## src/rtl/exe_pkg.sv

```systemverilog
// Shared encodings for the execute stage: ALU command codes, branch types
// and the multiply sequencer state.
package exe_pkg;

    typedef enum logic [3:0] {
        CMD_ADD = 4'b0000,
        CMD_SUB = 4'b0010,
        CMD_AND = 4'b0100,
        CMD_OR  = 4'b0101,
        CMD_NOR = 4'b0110,
        CMD_XOR = 4'b0111,
        CMD_SLL = 4'b1000,
        CMD_SRL = 4'b1001,
        CMD_SRA = 4'b1010,
        CMD_MUL = 4'b1100
    } exe_cmd_e;

    typedef enum logic [1:0] {
        BR_NONE = 2'd0,
        BR_BEZ  = 2'd1,
        BR_BNE  = 2'd2,
        BR_JMP  = 2'd3
    } br_type_e;

    typedef enum logic [1:0] {
        ST_IDLE = 2'd0,
        ST_RUN  = 2'd1,
        ST_DONE = 2'd2
    } mul_state_e;

endpackage

```

## src/rtl/exe_stage_if.sv

```systemverilog
// ID/EX side inputs and EX/MEM side outputs of the execute stage.
// The master drives the decoded instruction; the slave is the execute stage.
interface exe_stage_if #(
    parameter int WIDTH = 32
);
    logic [WIDTH-1:0] Val1;
    logic [WIDTH-1:0] Val2;
    logic [WIDTH-1:0] Reg2;
    logic [WIDTH-1:0] PC_in;
    logic [3:0]       EXE_CMD;
    logic [1:0]       br_type;
    logic [4:0]       Dest_in;
    logic             MEM_R_EN_in;
    logic             MEM_W_EN_in;
    logic             WB_EN_in;

    logic [WIDTH-1:0] ALU_result;
    logic             Br_taken;
    logic [WIDTH-1:0] Br_addr;
    logic             Stall;
    logic [4:0]       Dest_out;
    logic [WIDTH-1:0] Reg2_out;
    logic             MEM_R_EN_out;
    logic             MEM_W_EN_out;
    logic             WB_EN_out;

    modport master (
        output Val1, Val2, Reg2, PC_in, EXE_CMD, br_type, Dest_in,
               MEM_R_EN_in, MEM_W_EN_in, WB_EN_in,
        input  ALU_result, Br_taken, Br_addr, Stall, Dest_out, Reg2_out,
               MEM_R_EN_out, MEM_W_EN_out, WB_EN_out
    );

    modport slave (
        input  Val1, Val2, Reg2, PC_in, EXE_CMD, br_type, Dest_in,
               MEM_R_EN_in, MEM_W_EN_in, WB_EN_in,
        output ALU_result, Br_taken, Br_addr, Stall, Dest_out, Reg2_out,
               MEM_R_EN_out, MEM_W_EN_out, WB_EN_out
    );

endinterface

```

## src/rtl/exe_stage_seq_multiplier.sv

```systemverilog
// Iterative shift-and-add signed multiplier: one multiplier bit per cycle on
// operand magnitudes, sign applied to the low WIDTH bits of the product.
module seq_multiplier
    import exe_pkg::*;
#(
    parameter int WIDTH = 32
) (
    input  logic             clk,
    input  logic             rst,
    input  logic             start,
    input  logic [WIDTH-1:0] a,
    input  logic [WIDTH-1:0] b,
    output logic             busy,
    output logic             done,
    output logic             idle,
    output logic [WIDTH-1:0] product
);
    localparam int CNT_W = $clog2(WIDTH + 1);
    localparam logic [CNT_W-1:0] LAST_COUNT = CNT_W'(WIDTH - 1);

    mul_state_e       state_q, state_d;
    logic [WIDTH-1:0] mcand_q, mcand_d;
    logic [WIDTH-1:0] mplier_q, mplier_d;
    logic [WIDTH-1:0] acc_q, acc_d;
    logic [CNT_W-1:0] count_q, count_d;
    logic             sign_q, sign_d;

    always_ff @(posedge clk) begin
        if (!rst) begin
            state_q  <= ST_IDLE;
            mcand_q  <= '0;
            mplier_q <= '0;
            acc_q    <= '0;
            count_q  <= '0;
            sign_q   <= 1'b0;
        end else begin
            state_q  <= state_d;
            mcand_q  <= mcand_d;
            mplier_q <= mplier_d;
            acc_q    <= acc_d;
            count_q  <= count_d;
            sign_q   <= sign_d;
        end
    end

    always_comb begin
        state_d  = state_q;
        mcand_d  = mcand_q;
        mplier_d = mplier_q;
        acc_d    = acc_q;
        count_d  = count_q;
        sign_d   = sign_q;
        case (state_q)
            ST_IDLE: begin
                if (start) begin
                    mcand_d  = a[WIDTH-1] ? -a : a;
                    mplier_d = b[WIDTH-1] ? -b : b;
                    sign_d   = a[WIDTH-1] ^ b[WIDTH-1];
                    acc_d    = '0;
                    count_d  = '0;
                    state_d  = ST_RUN;
                end
            end
            ST_RUN: begin
                if (mplier_q[0]) begin
                    acc_d = acc_q + mcand_q;
                end
                mcand_d  = mcand_q << 1;
                mplier_d = mplier_q >> 1;
                count_d  = count_q + CNT_W'(1);
                // The WIDTH-th run cycle is the one that sees LAST_COUNT.
                if (count_q == LAST_COUNT) begin
                    state_d = ST_DONE;
                end
            end
            ST_DONE: state_d = ST_IDLE;
            default: state_d = ST_IDLE;
        endcase
    end

    always_comb begin
        busy    = ((state_q == ST_IDLE) && start) || (state_q == ST_RUN);
        done    = (state_q == ST_DONE);
        idle    = (state_q == ST_IDLE);
        product = sign_q ? -acc_q : acc_q;
    end

endmodule

```

## src/rtl/exe_stage.sv

```systemverilog
// MIPS execute stage: single-cycle ALU, branch/jump resolution, and a
// sequential multiply that stalls upstream and bubbles EX/MEM while running.
module exe_stage
    import exe_pkg::*;
#(
    parameter int WIDTH    = 32,
    parameter int BR_SHIFT = 2
) (
    input  logic        clk,
    input  logic        rst,
    exe_stage_if.slave  bus
);
    logic [WIDTH-1:0] alu_out;
    logic [4:0]       shamt;
    logic             mul_start;
    logic             mul_busy;
    logic             mul_done;
    logic             mul_idle;
    logic [WIDTH-1:0] mul_product;
    logic             br_cond;
    logic             stall;

    assign mul_start = (bus.EXE_CMD == CMD_MUL);
    assign shamt     = bus.Val2[4:0];

    seq_multiplier #(
        .WIDTH (WIDTH)
    ) u_mul (
        .clk     (clk),
        .rst     (rst),
        .start   (mul_start),
        .a       (bus.Val1),
        .b       (bus.Val2),
        .busy    (mul_busy),
        .done    (mul_done),
        .idle    (mul_idle),
        .product (mul_product)
    );

    always_comb begin
        alu_out = '0;
        case (bus.EXE_CMD)
            CMD_ADD: alu_out = bus.Val1 + bus.Val2;
            CMD_SUB: alu_out = bus.Val1 - bus.Val2;
            CMD_AND: alu_out = bus.Val1 & bus.Val2;
            CMD_OR:  alu_out = bus.Val1 | bus.Val2;
            CMD_NOR: alu_out = ~(bus.Val1 | bus.Val2);
            CMD_XOR: alu_out = bus.Val1 ^ bus.Val2;
            CMD_SLL: alu_out = bus.Val1 << shamt;
            CMD_SRL: alu_out = bus.Val1 >> shamt;
            CMD_SRA: alu_out = $unsigned($signed(bus.Val1) >>> shamt);
            default: alu_out = '0;
        endcase
    end

    always_comb begin
        br_cond = 1'b0;
        case (bus.br_type)
            BR_BEZ:  br_cond = (bus.Val1 == '0);
            BR_BNE:  br_cond = (bus.Val1 != bus.Reg2);
            BR_JMP:  br_cond = 1'b1;
            default: br_cond = 1'b0;
        endcase
    end

    // Reset forces the visible outputs quiet even before the first edge.
    always_comb begin
        stall            = rst && mul_busy;
        bus.Stall        = stall;
        bus.Br_taken     = rst && mul_idle && br_cond;
        bus.Br_addr      = bus.PC_in + (bus.Val2 << BR_SHIFT);
        bus.ALU_result   = !rst ? '0 : (mul_done ? mul_product : alu_out);
        bus.MEM_R_EN_out = rst && !stall && bus.MEM_R_EN_in;
        bus.MEM_W_EN_out = rst && !stall && bus.MEM_W_EN_in;
        bus.WB_EN_out    = rst && !stall && bus.WB_EN_in;
        bus.Dest_out     = bus.Dest_in;
        bus.Reg2_out     = bus.Reg2;
    end

endmodule

```

## src/flat_wrapper.sv

```systemverilog
// flat-port wrapper written by rule: the top's interface ports become plain ports
module exe_stage_flat import exe_pkg::*;
#(
    parameter int WIDTH    = 32,
    parameter int BR_SHIFT = 2
)
  (clk, rst, bus_Val1, bus_Val2, bus_Reg2, bus_PC_in, bus_EXE_CMD, bus_br_type, bus_Dest_in, bus_MEM_R_EN_in, bus_MEM_W_EN_in, bus_WB_EN_in, bus_ALU_result, bus_Br_taken, bus_Br_addr, bus_Stall, bus_Dest_out, bus_Reg2_out, bus_MEM_R_EN_out, bus_MEM_W_EN_out, bus_WB_EN_out);
  exe_stage_if #(.WIDTH(WIDTH)) bus_i ();
  input  logic clk;
  input  logic rst;
  input wire logic [$bits(bus_i.Val1)-1:0] bus_Val1;
  input wire logic [$bits(bus_i.Val2)-1:0] bus_Val2;
  input wire logic [$bits(bus_i.Reg2)-1:0] bus_Reg2;
  input wire logic [$bits(bus_i.PC_in)-1:0] bus_PC_in;
  input wire logic [$bits(bus_i.EXE_CMD)-1:0] bus_EXE_CMD;
  input wire logic [$bits(bus_i.br_type)-1:0] bus_br_type;
  input wire logic [$bits(bus_i.Dest_in)-1:0] bus_Dest_in;
  input wire logic [$bits(bus_i.MEM_R_EN_in)-1:0] bus_MEM_R_EN_in;
  input wire logic [$bits(bus_i.MEM_W_EN_in)-1:0] bus_MEM_W_EN_in;
  input wire logic [$bits(bus_i.WB_EN_in)-1:0] bus_WB_EN_in;
  output wire logic [$bits(bus_i.ALU_result)-1:0] bus_ALU_result;
  output wire logic [$bits(bus_i.Br_taken)-1:0] bus_Br_taken;
  output wire logic [$bits(bus_i.Br_addr)-1:0] bus_Br_addr;
  output wire logic [$bits(bus_i.Stall)-1:0] bus_Stall;
  output wire logic [$bits(bus_i.Dest_out)-1:0] bus_Dest_out;
  output wire logic [$bits(bus_i.Reg2_out)-1:0] bus_Reg2_out;
  output wire logic [$bits(bus_i.MEM_R_EN_out)-1:0] bus_MEM_R_EN_out;
  output wire logic [$bits(bus_i.MEM_W_EN_out)-1:0] bus_MEM_W_EN_out;
  output wire logic [$bits(bus_i.WB_EN_out)-1:0] bus_WB_EN_out;
  assign bus_i.Val1 = bus_Val1;
  assign bus_i.Val2 = bus_Val2;
  assign bus_i.Reg2 = bus_Reg2;
  assign bus_i.PC_in = bus_PC_in;
  assign bus_i.EXE_CMD = bus_EXE_CMD;
  assign bus_i.br_type = bus_br_type;
  assign bus_i.Dest_in = bus_Dest_in;
  assign bus_i.MEM_R_EN_in = bus_MEM_R_EN_in;
  assign bus_i.MEM_W_EN_in = bus_MEM_W_EN_in;
  assign bus_i.WB_EN_in = bus_WB_EN_in;
  assign bus_ALU_result = bus_i.ALU_result;
  assign bus_Br_taken = bus_i.Br_taken;
  assign bus_Br_addr = bus_i.Br_addr;
  assign bus_Stall = bus_i.Stall;
  assign bus_Dest_out = bus_i.Dest_out;
  assign bus_Reg2_out = bus_i.Reg2_out;
  assign bus_MEM_R_EN_out = bus_i.MEM_R_EN_out;
  assign bus_MEM_W_EN_out = bus_i.MEM_W_EN_out;
  assign bus_WB_EN_out = bus_i.WB_EN_out;
  exe_stage #(.WIDTH(WIDTH), .BR_SHIFT(BR_SHIFT)) u_core (.clk(clk), .rst(rst), .bus(bus_i));
endmodule
```

## config.mk

```make
export PLATFORM = sky130hd
export DESIGN_NAME = exe_stage_flat
export DESIGN_NICKNAME = d
export VERILOG_FILES = /design/src/rtl/exe_pkg.sv /design/src/rtl/exe_stage_if.sv /design/src/rtl/exe_stage_seq_multiplier.sv /design/src/rtl/exe_stage.sv /design/src/flat_wrapper.sv
export SDC_FILE = /design/constraint.sdc
export NUM_CORES = 1
export LEC_CHECK = 0
export ABC_AREA = 0
export BUFFER_PORTS_ARGS = -buffer_cell sky130_fd_sc_hd__buf_2
export CORE_MARGIN = 4
export CORE_UTILIZATION = 50
export CTS_BUF_LIST = sky130_fd_sc_hd__clkbuf_8
export DETAILED_ROUTE_END_ITERATION = 6
export GPL_TIMING_DRIVEN = 0
export PLACE_DENSITY_LB_ADDON = 0.2
export SLEW_MARGIN = 15
export SYNTH_ARGS = -nofsm -noshare
export SYNTH_HDL_FRONTEND = slang
export SYNTH_SLANG_ARGS = --single-unit
```

## constraint.sdc

```tcl
create_clock -name clk -period 7.34 [get_ports clk]
set_clock_uncertainty 0.05 [all_clocks]
set_input_delay 1.101 -clock clk [delete_from_list [all_inputs] [get_ports clk]]
set_output_delay 1.101 -clock clk [all_outputs]
set_load 0.005 [all_outputs]
```

; ---- Word level (Yosys, flattened, before mapping)
; Cells that the tools add are included.
[totals]
register_bits = 105
out_inout_bits = 106
wordCells = 78
[op_classes]
add_sub_neg = 8
n_eq_ne = 19
shifts = 3
muxes = 19
bitwise_logic = 5
n_reduce_logical = 18
[ops]
columns = op, n
row1 = 2-to-1 mux 32 bit, 9
row2 = case mux 32 bit (9 select lines), 1
row3 = case mux 32 bit (2 select lines), 3
row4 = adder 32 bit, 3
row5 = negator 32 bit, 3
row6 = bitwise AND 32 bit, 1
row7 = logical NOT 32 bit, 1
row8 = inequality test 32 bit, 1
row9 = inverter 32 bit, 1
row10 = bitwise OR 32 bit, 1
row11 = << shifter 32 x 5 -> 32 bit, 1
row12 = right shift 32 x 5 -> 32 bit, 1
row13 = >>> shifter 32 x 5 -> 32 bit, 1
row14 = subtractor 32 bit, 1
row15 = XOR 32 bit, 1
row16 = "== test 4 x 3 -> 1 bit, second input constant", 4
row17 = "== test 4 bit, second input constant", 4
row18 = case mux 6 bit (2 select lines), 1
row19 = logical AND 1 bit, 8
row20 = "adder 6 x 1 -> 6 bit, second input constant", 1
row21 = "== test 2 bit, second input constant", 3
row22 = "== test 6 x 5 -> 1 bit, second input constant", 1
row23 = 2-to-1 mux 6 bit, 1
row24 = "inequality test 2 bit, second input constant", 3
row25 = other kinds (13), 17

; ---- Logic depth before layout (Yosys ltp)
; Gate-level depths: netlist (run 1).
[depth]
word_depth = 7
mapped_depth = 19
ltp_nobuf = 17

; ---- By module
; A second synthesis (run 1) with hierarchy kept.
[unflattened]
cells_unflattened = 2452
hier_area_um2 = 18525.3
[modules_own_cells]
columns = mod, instances, cells_each, area_per_inst_um2, seq_area_each_um2
row1 = exe_stage, 1, 1491, 10944.2, 0.0
row2 = seq_multiplier, 1, 961, 7581.0, 2102.0

; ---- Worst setup path before layout (run 1)
; No wires, ideal clock.
[synth_timing]
path_kind = input port to output port
from = in bus_Val2[0]
to = out bus_ALU_result[29]
arrival_ns = 5.470
required_time_ns = 6.189
slack_ns = 0.719
stages = 19
path_cell_list = buf_2 -> inv_1 -> clkbuf_1 -> ha_1 -> or3b_2 -> nor2_1 -> nand2_1 -> o31ai_1 -> xnor2_1 -> ha_1 -> and4_1 -> nand3_1 -> a211oi_1 -> a211oi_2 -> o21ai_1 -> a221o_1 -> a31oi_1 -> or4b_1 -> o211ai_1
[synth_via]
elab_chain_cells = 4
word_cells_on_any_way = 8
classes_between = 2 x add/sub / 3 x shift / 3 x mux
[synth_rtl]
columns = item, line_no
row1 = from (decl), flat_wrapper.sv:12  ; input wire logic [$bits(bus_i.Val2)-1:0] bus_Val2;
row2 = "subtractor 32 bit, or another cell as far along", exe_stage.sv:44  ; CMD_SUB: alu_out = bus.Val1 - bus.Val2;
row3 = case mux 32 bit (9 select lines) (*), exe_stage.sv:42  ; case (bus.EXE_CMD)
row4 = 2-to-1 mux 32 bit (*) (2 in series), exe_stage.sv:72  ; bus.ALU_result = !rst ? '0 : (mul_done ? mul_product : alu_out);
row5 = to (decl), flat_wrapper.sv:21  ; output wire logic [$bits(bus_i.ALU_result)-1:0] bus_ALU_result;
; Every way passes the cells marked *; elsewhere a longest branch is shown, timed or not.

; ---- Final worst setup path (run 1)
[layout_timing]
from = in bus_Val2[1]
to = out bus_ALU_result[29]
; Same word-level chain as after synthesis.

==> results of run 1 <==
==> critical path, cell delays in order <==
cell and delay, ns:
buf_2 0.14, buf_2 0.23, buf_4 0.24, clkinvlp_4 0.16, ha_2 0.28, or3b_4 0.46, nor2_4 0.14, nand2_1 0.14
o31ai_2 0.23, xnor2_1 0.16, ha_1 0.32, a21o_1 0.20, a21oi_2 0.19, o21bai_1 0.12, a211oi_2 0.22, buf_4 0.18
o21ai_1 0.10, a221o_1 0.44, a31oi_2 0.26, or4b_1 0.46, o211ai_1 0.20, buf_2 0.19
==> worst min path at each step <==
stage / from / endpoint / slack [ns]
floorplan: u_core.u_mul.mplier_q[2] / u_core.u_mul.mplier_q[1] / 0.39
global placement: u_core.u_mul.mplier_q[27] / u_core.u_mul.mplier_q[26] / 0.41
detailed placement: u_core.u_mul.mplier_q[31] / u_core.u_mul.mplier_q[30] / 0.41
CTS: u_core.u_mul.mplier_q[31] / u_core.u_mul.mplier_q[30] / 0.43
global route: u_core.u_mul.mplier_q[28] / u_core.u_mul.mplier_q[27] / 0.44
finish: u_core.u_mul.mplier_q[28] / u_core.u_mul.mplier_q[27] / 0.44
==> per-stage QoR <==
stage	total power, mW	area [um2]
2_1_floorplan	1.35	18200
3_3_place_gp	1.81	20000
3_5_place_dp	1.83	20000
5_1_grt	2.31	20300
6_report	2.24	20400
4_1_cts	2.16	20300
==> where the power goes <==
group	switching (mW)	total [mW]	internal [mW]	leakage, nW
logic	0.837	1.31	0.473	7.54
registers	0.0129	0.596	0.583	0.850
clock network	0.213	0.337	0.124	0.0942
==> state kept, by name, summed over array words and instances, names as in the netlist <==
signal / flops
u_core.u_mul.sign_q: 1
u_core.u_mul.count_q: 6
u_core.u_mul.state_q: 2
u_core.u_mul.mplier_q: 32
u_core.u_mul.mcand_q: 32
u_core.u_mul.acc_q: 32
==> what timing repair did <==
action / 4_1_cts / 5_1_grt
setup endpoints to repair: 23 / 16
gates resized for setup: 18 / 24
pin swaps: 2 / 2
endpoints found under the hold margin: 0 / 0
buffers inserted: 4 / 1
==> cells by family (layout without fill, tap and decap cells) <==
family | Yosys count | count (layout) | synth area share (%)
buf+inv | 331 | 591 | 7.67
flops | 105 | 105 | 11.5
simple gates | 750 | 750 | 19.8
xor+xnor | 214 | 214 | 10.3
mux | 146 | 146 | 12.0
fa+ha+maj | 164 | 164 | 11.4
compound gates | 778 | 778 | 27.3
other cells | 0 | 5 | 0
==> final cells by class <==
class | instances | area [um2]
timing repair buffer | 247 | 1250
tap | 461 | 577
sequential | 105 | 2100
clock inverter | 6 | 45.0
antenna | 5 | 12.5
buffer | 216 | 990
multi-input combinational | 2052 | 14800
inverter | 113 | 432
clock buffer | 9 | 124
fill | 3432 | 15400
==> Yosys cell counts, drive strengths merged, types with 12 or more instances <==
library cell | instances | area [um2]
o21bai | 15 | 113
nand2b | 22 | 138
a21oi | 190 | 951
xnor2 | 178 | 1560
o41ai | 17 | 149
xor2 | 36 | 315
nor4 | 15 | 115
a21o | 38 | 285
nand4 | 28 | 175
dfxtp | 105 | 2100
and3 | 19 | 119
mux2 | 18 | 203
buf | 75 | 438
and2 | 12 | 75.1
nor2 | 261 | 980
a21boi | 16 | 120
o22ai | 16 | 100
mux4 | 57 | 1280
a31oi | 32 | 200
or3 | 22 | 143
o31ai | 39 | 307
nor2b | 66 | 413
a211oi | 95 | 718
nand3 | 56 | 285
o211ai | 22 | 165
mux2i | 71 | 711
nand2 | 170 | 638
o21a | 16 | 120
clkbuf | 143 | 538
ha | 161 | 2010
o21ai | 197 | 990
inv | 109 | 409
nor3 | 40 | 205
==> metal layers <==
layer | vias up | GRT usage [%] | wire (um)
met5 | - | 0 | 41
met4 | 6 | 28.1 | 7990
met3 | 495 | 16.1 | 13500
met2 | 1818 | 69.5 | 39700
met1 | 10400 | 54.2 | 33100
li1 | 9581 | - | -
==> results_dict.tcl, run 1 <==
set metrics [dict create \
    drv_slew 0 \
    drive_above_1_share_pct 16.0 \
    area_growth_pct 11.6 \
    htree_levels 3 \
    synth_area_mm2 0.0182 \
    gp_congestion 1.13 \
    ys_warn_count 0 \
    fin_crit_sh_pct 99.6 \
    num_vias 22300 \
    crit_end "bus_ALU_result[29]" \
    dpl.hpwl_um 75700 \
    reg2reg_from "u_core.u_mul.acc_q[12]" \
    hold_viol 0 \
    post-place-ws_ns -1.21 \
    antenna_found_initial 6 \
    overflow 0 \
    hold_ws_ns 0.435 \
    drc 2 \
    clk_pin_slew_worst_paths_ns 0.11 \
    async_flop_share_pct 0 \
    reg2reg_setup_slack_ns 3.61 \
    final_cell_mix "260 x nor2_1, 252 x buf_2, 190 x o21ai_0, 189 x a21oi_1, 178 x xnor2_1" \
    initial_core_util_pct 51.0 \
    io_pins 250 \
    chipWidth_um 199 \
    crit_required_ns 6.19 \
    dr.pass1.iters 7 \
    syn_nets 2796 \
    leakagePower_nw 8.49 \
    drtAntennaViolNets 0 \
    grt.total_usage_pct 45.3 \
    die-area_mm2 0.0396 \
    cts_root_buffer "clkbuf_8" \
    finalSetupViolCount 0 \
    drtIter0Drc 3385 \
    layout.cells.non_filler 3214 \
    cts_max_path_buffers 2 \
    hold_depth 2 \
    ys_dominant_reg_cell "dfxtp_1" \
    r2r_end "u_core.u_mul.acc_q[31]" \
    crit_start "bus_Val2[1]" \
    ctsHoldBuffers 0 \
    grt_pass1_vias 20700 \
    postLayoutSetupSlackWorst_ns 0.0257 \
    die_y_um 199 \
    synth-edff-count 0 \
    clkSinkCount 105 \
    num_rows 69 \
    layout.nets 3052 \
    ir_drop_uv 74.4 \
    routedWlPerCell_um 29.4 \
    violations "design-rule violations" \
    max-cap-violations 0 \
    final_common_cell "nor2_1" \
    syn_avg_cell_area_um2 7.33 \
    critPathMaxFanout 10 \
    ys_types 92 \
    endpoint_kind "output pin" \
    clock.fmax_mhz 137 \
    power_density_mw_per_mm2 110 \
    insertion_delay_ns 0.39 \
    status "finished, violations left" \
    worstMarginPinSlew_ns 1.26 \
    fin_util_pct 56.9 \
    finalWirelength_um 94400 \
    seq_area_frac_synth_pct 11.5 \
    reg2reg_depth 11 \
    worstPathArrival_ns 6.16 \
    port_buffers 241 \
    syn_inst 2488 \
    rsz0062_at_grt "false" \
    worst_setup_path_start_kind "primary input" \
    hold_path.class "register to register" \
    grt_max_degree 18 \
    fin_crit_ns 7.31 \
    cts_tree "yes" \
    max-slew-margin-rel_pct 15.6 \
    grt_pass1_wl_um 134000 \
    viasPerCell 6.95 \
    synth-seq-cells 105 \
    placedCellCount 3191 \
    critical_path_class "primary input to output pin" \
    cts-buffers-inserted 9 \
    fp.coreArea_mm2 0.0357 \
    tns_ns 0 \
]
Note: power is estimated with default switching activity, not from simulation.
==> run 2: changes to the inputs <==
BUFFER_PORTS_ARGS = -buffer_cell sky130_fd_sc_hd__buf_4   (was -buffer_cell sky130_fd_sc_hd__buf_2)
REMOVE_ABC_BUFFERS = 1   (was default)
==> run 2 against run 1 <==
The flow now finishes without violations. Critical path depth down 3. Combinational power shrank 8%. Maximum frequency grew 1.3%. Via count shrank 11%. Clock power increased by 20%. Register-to-register slack better by 0.23 ns. Utilization down 0.44 points. Sequential share of layout area rose by 0.081 points. Flip-flop and latch count unchanged. First-iteration DRC count fell by 35%. Cell count fell by 6.5%. Largest cell class unchanged.
==> results_dict.tcl, run 2 (synthesized netlist as in run 1, its figures left out) <==
set metrics [dict create \
    max-slew-margin-rel_pct 12.9 \
    endpoint_kind "output pin" \
    gp_congestion 1.02 \
    drive_above_1_share_pct 15.6 \
    placedCellCount 2978 \
    htree_levels 3 \
    layout.cells.non_filler 3004 \
    antenna_cells 0 \
    drtIter0Drc 2207 \
    final_common_cell "nor2_1" \
    power_density_mw_per_mm2 109 \
    hold_ws_ns 0.439 \
    cts-buffers-inserted 9 \
    finalPower_mw 2.21 \
    layout.nets 2846 \
    crit_required_ns 6.19 \
    worstPathArrival_ns 6.07 \
    drtAntennaViolNets 0 \
    area_growth_pct 10.7 \
    overflow 0 \
    initial_core_util_pct 51.0 \
    antenna_found_initial 1 \
    hold_path.startpoint "u_core.u_mul.mplier_q[3]" \
    die_y_um 199 \
    reg2reg_depth 9 \
    grt_pass1_vias 18600 \
    critPathMaxFanout 89 \
    grt_max_degree 128 \
    tns_ns 0 \
    chipWidth_um 199 \
    io_pins 250 \
    ir_drop_uv 97.5 \
    fin_crit_sh_pct 98.4 \
    reg2reg_setup_slack_ns 3.84 \
    cts_max_path_buffers 2 \
    clk_pin_slew_worst_paths_ns 0.15 \
    hold_path.class "register to register" \
    leakagePower_nw 8.31 \
    hold_depth 2 \
    drc 0 \
    num_rows 69 \
    reg2reg_from "u_core.u_mul.acc_q[10]" \
    port_buffers 235 \
    worstMarginPinSlew_ns 1.30 \
    clock.fmax_mhz 138 \
    nFillCells 3439 \
    hold_end "u_core.u_mul.mplier_q[2]" \
    fin_crit_ns 7.22 \
    finalWirelength_um 74700 \
    grt_pass1_wl_um 112000 \
    max-cap-violations 0 \
    status "completed" \
    dpl.hpwl_um 55200 \
    r2r_end "u_core.u_mul.acc_q[31]" \
    dr.pass1.iters 6 \
    crit_start "bus_EXE_CMD[0]" \
    insertion_delay_ns 0.47 \
    grt.total_usage_pct 36.6 \
    die-area_mm2 0.0396 \
    worst_setup_path_start_kind "primary input" \
    fp.coreArea_mm2 0.0357 \
    hold_viol 0 \
    drv_slew 0 \
    routedWlPerCell_um 24.9 \
    viasPerCell 6.63 \
    finalSetupViolCount 0 \
    clkSinkCount 105 \
    num_vias 19900 \
    reg.largest.list "u_core.u_mul.acc_q: 32 flops, u_core.u_mul.mcand_q: 32 flops, u_core.u_mul.mplier_q: 32 flops" \
    final_cell_mix "260 x nor2_1, 244 x buf_4, 190 x o21ai_0, 188 x a21oi_1, 178 x xnor2_1" \
    critical_path_class "primary input to output pin" \
    fin_util_pct 56.5 \
    cts_tree "yes" \
    cts_root_buffer "clkbuf_8" \
]
## run 2: changes by cell type in the layout (fill, tap and decap cells not counted), sizes merged
cell / delta
clkbuf: -141
buf: -65
diode: -5
clkinv: +2
inv: -1
## run 2: timing repair
item,CTS,global route
setup endpoints to repair,25,12
hold buffers,0,0
setup buffers,7,2
resized for setup,14,15
pin swaps,3,1
## run 2: layout make-up
cell class	instances	area, um2	share of cell area [%]
timing repair buffer	257	2060	10.2
clock buffer	9	124	0.613
inverter	113	433	2.14
sequential	105	2100	10.4
tap	461	577	2.86
multi-input combinational	2052	14800	73.5
clock inverter	7	61.3	0.304
## run 2: how the worst max path moves through the flow
stage / endpoint / slack [ns] / cells after the start
floorplan: bus_ALU_result[29] / -0.11 / 14
global placement: bus_ALU_result[29] / -4.51 / 16
detailed placement: bus_ALU_result[27] / -1.28 / 19
CTS: bus_ALU_result[29] / 0.01 / 20
global route: bus_ALU_result[29] / -0.04 / 16
finish: bus_ALU_result[28] / 0.12 / 19
## run 2: where the power goes
group          switching (mW)  internal (mW)  leakage, nW  total, mW
combinational           0.703          0.502         7.36       1.21
clock                   0.275          0.130       0.0971      0.404
sequential             0.0129          0.583        0.850      0.596
## run 2: routing by layer
| layer | GRT usage, % | wire length (um) |
|---|---|---|
| met1 | 49.1 | 30600 |
| met2 | 55.1 | 31800 |
| met3 | 9.11 | 8070 |
| met4 | 17.7 | 4280 |
| met5 | 0 | 13 |
## run 2: through the flow
step,setup slack [ns],area (um2)
after floorplan,-0.114,17300
after global placement,-4.51,19600
after detailed placement,-1.28,19800
after CTS,0.0133,20100
after global routing,-0.0406,20200
final,0.119,20200
## run 2: critical path, stage by stage
cell and delay, ns:
buf_12 0.36, nor3_4 0.07, buf_4 0.20, buf_6 0.15, buf_4 0.19, nand2_2 0.49
o31ai_1 0.19, xnor2_1 0.17, ha_1 0.37, a21o_1 0.25, a21o_1 0.20, a221oi_1 0.27
o21ai_1 0.23, a31o_2 0.35, a32o_1 0.34, a221o_1 0.35, nor3_1 0.35, o221a_2 0.28
buf_4 0.12
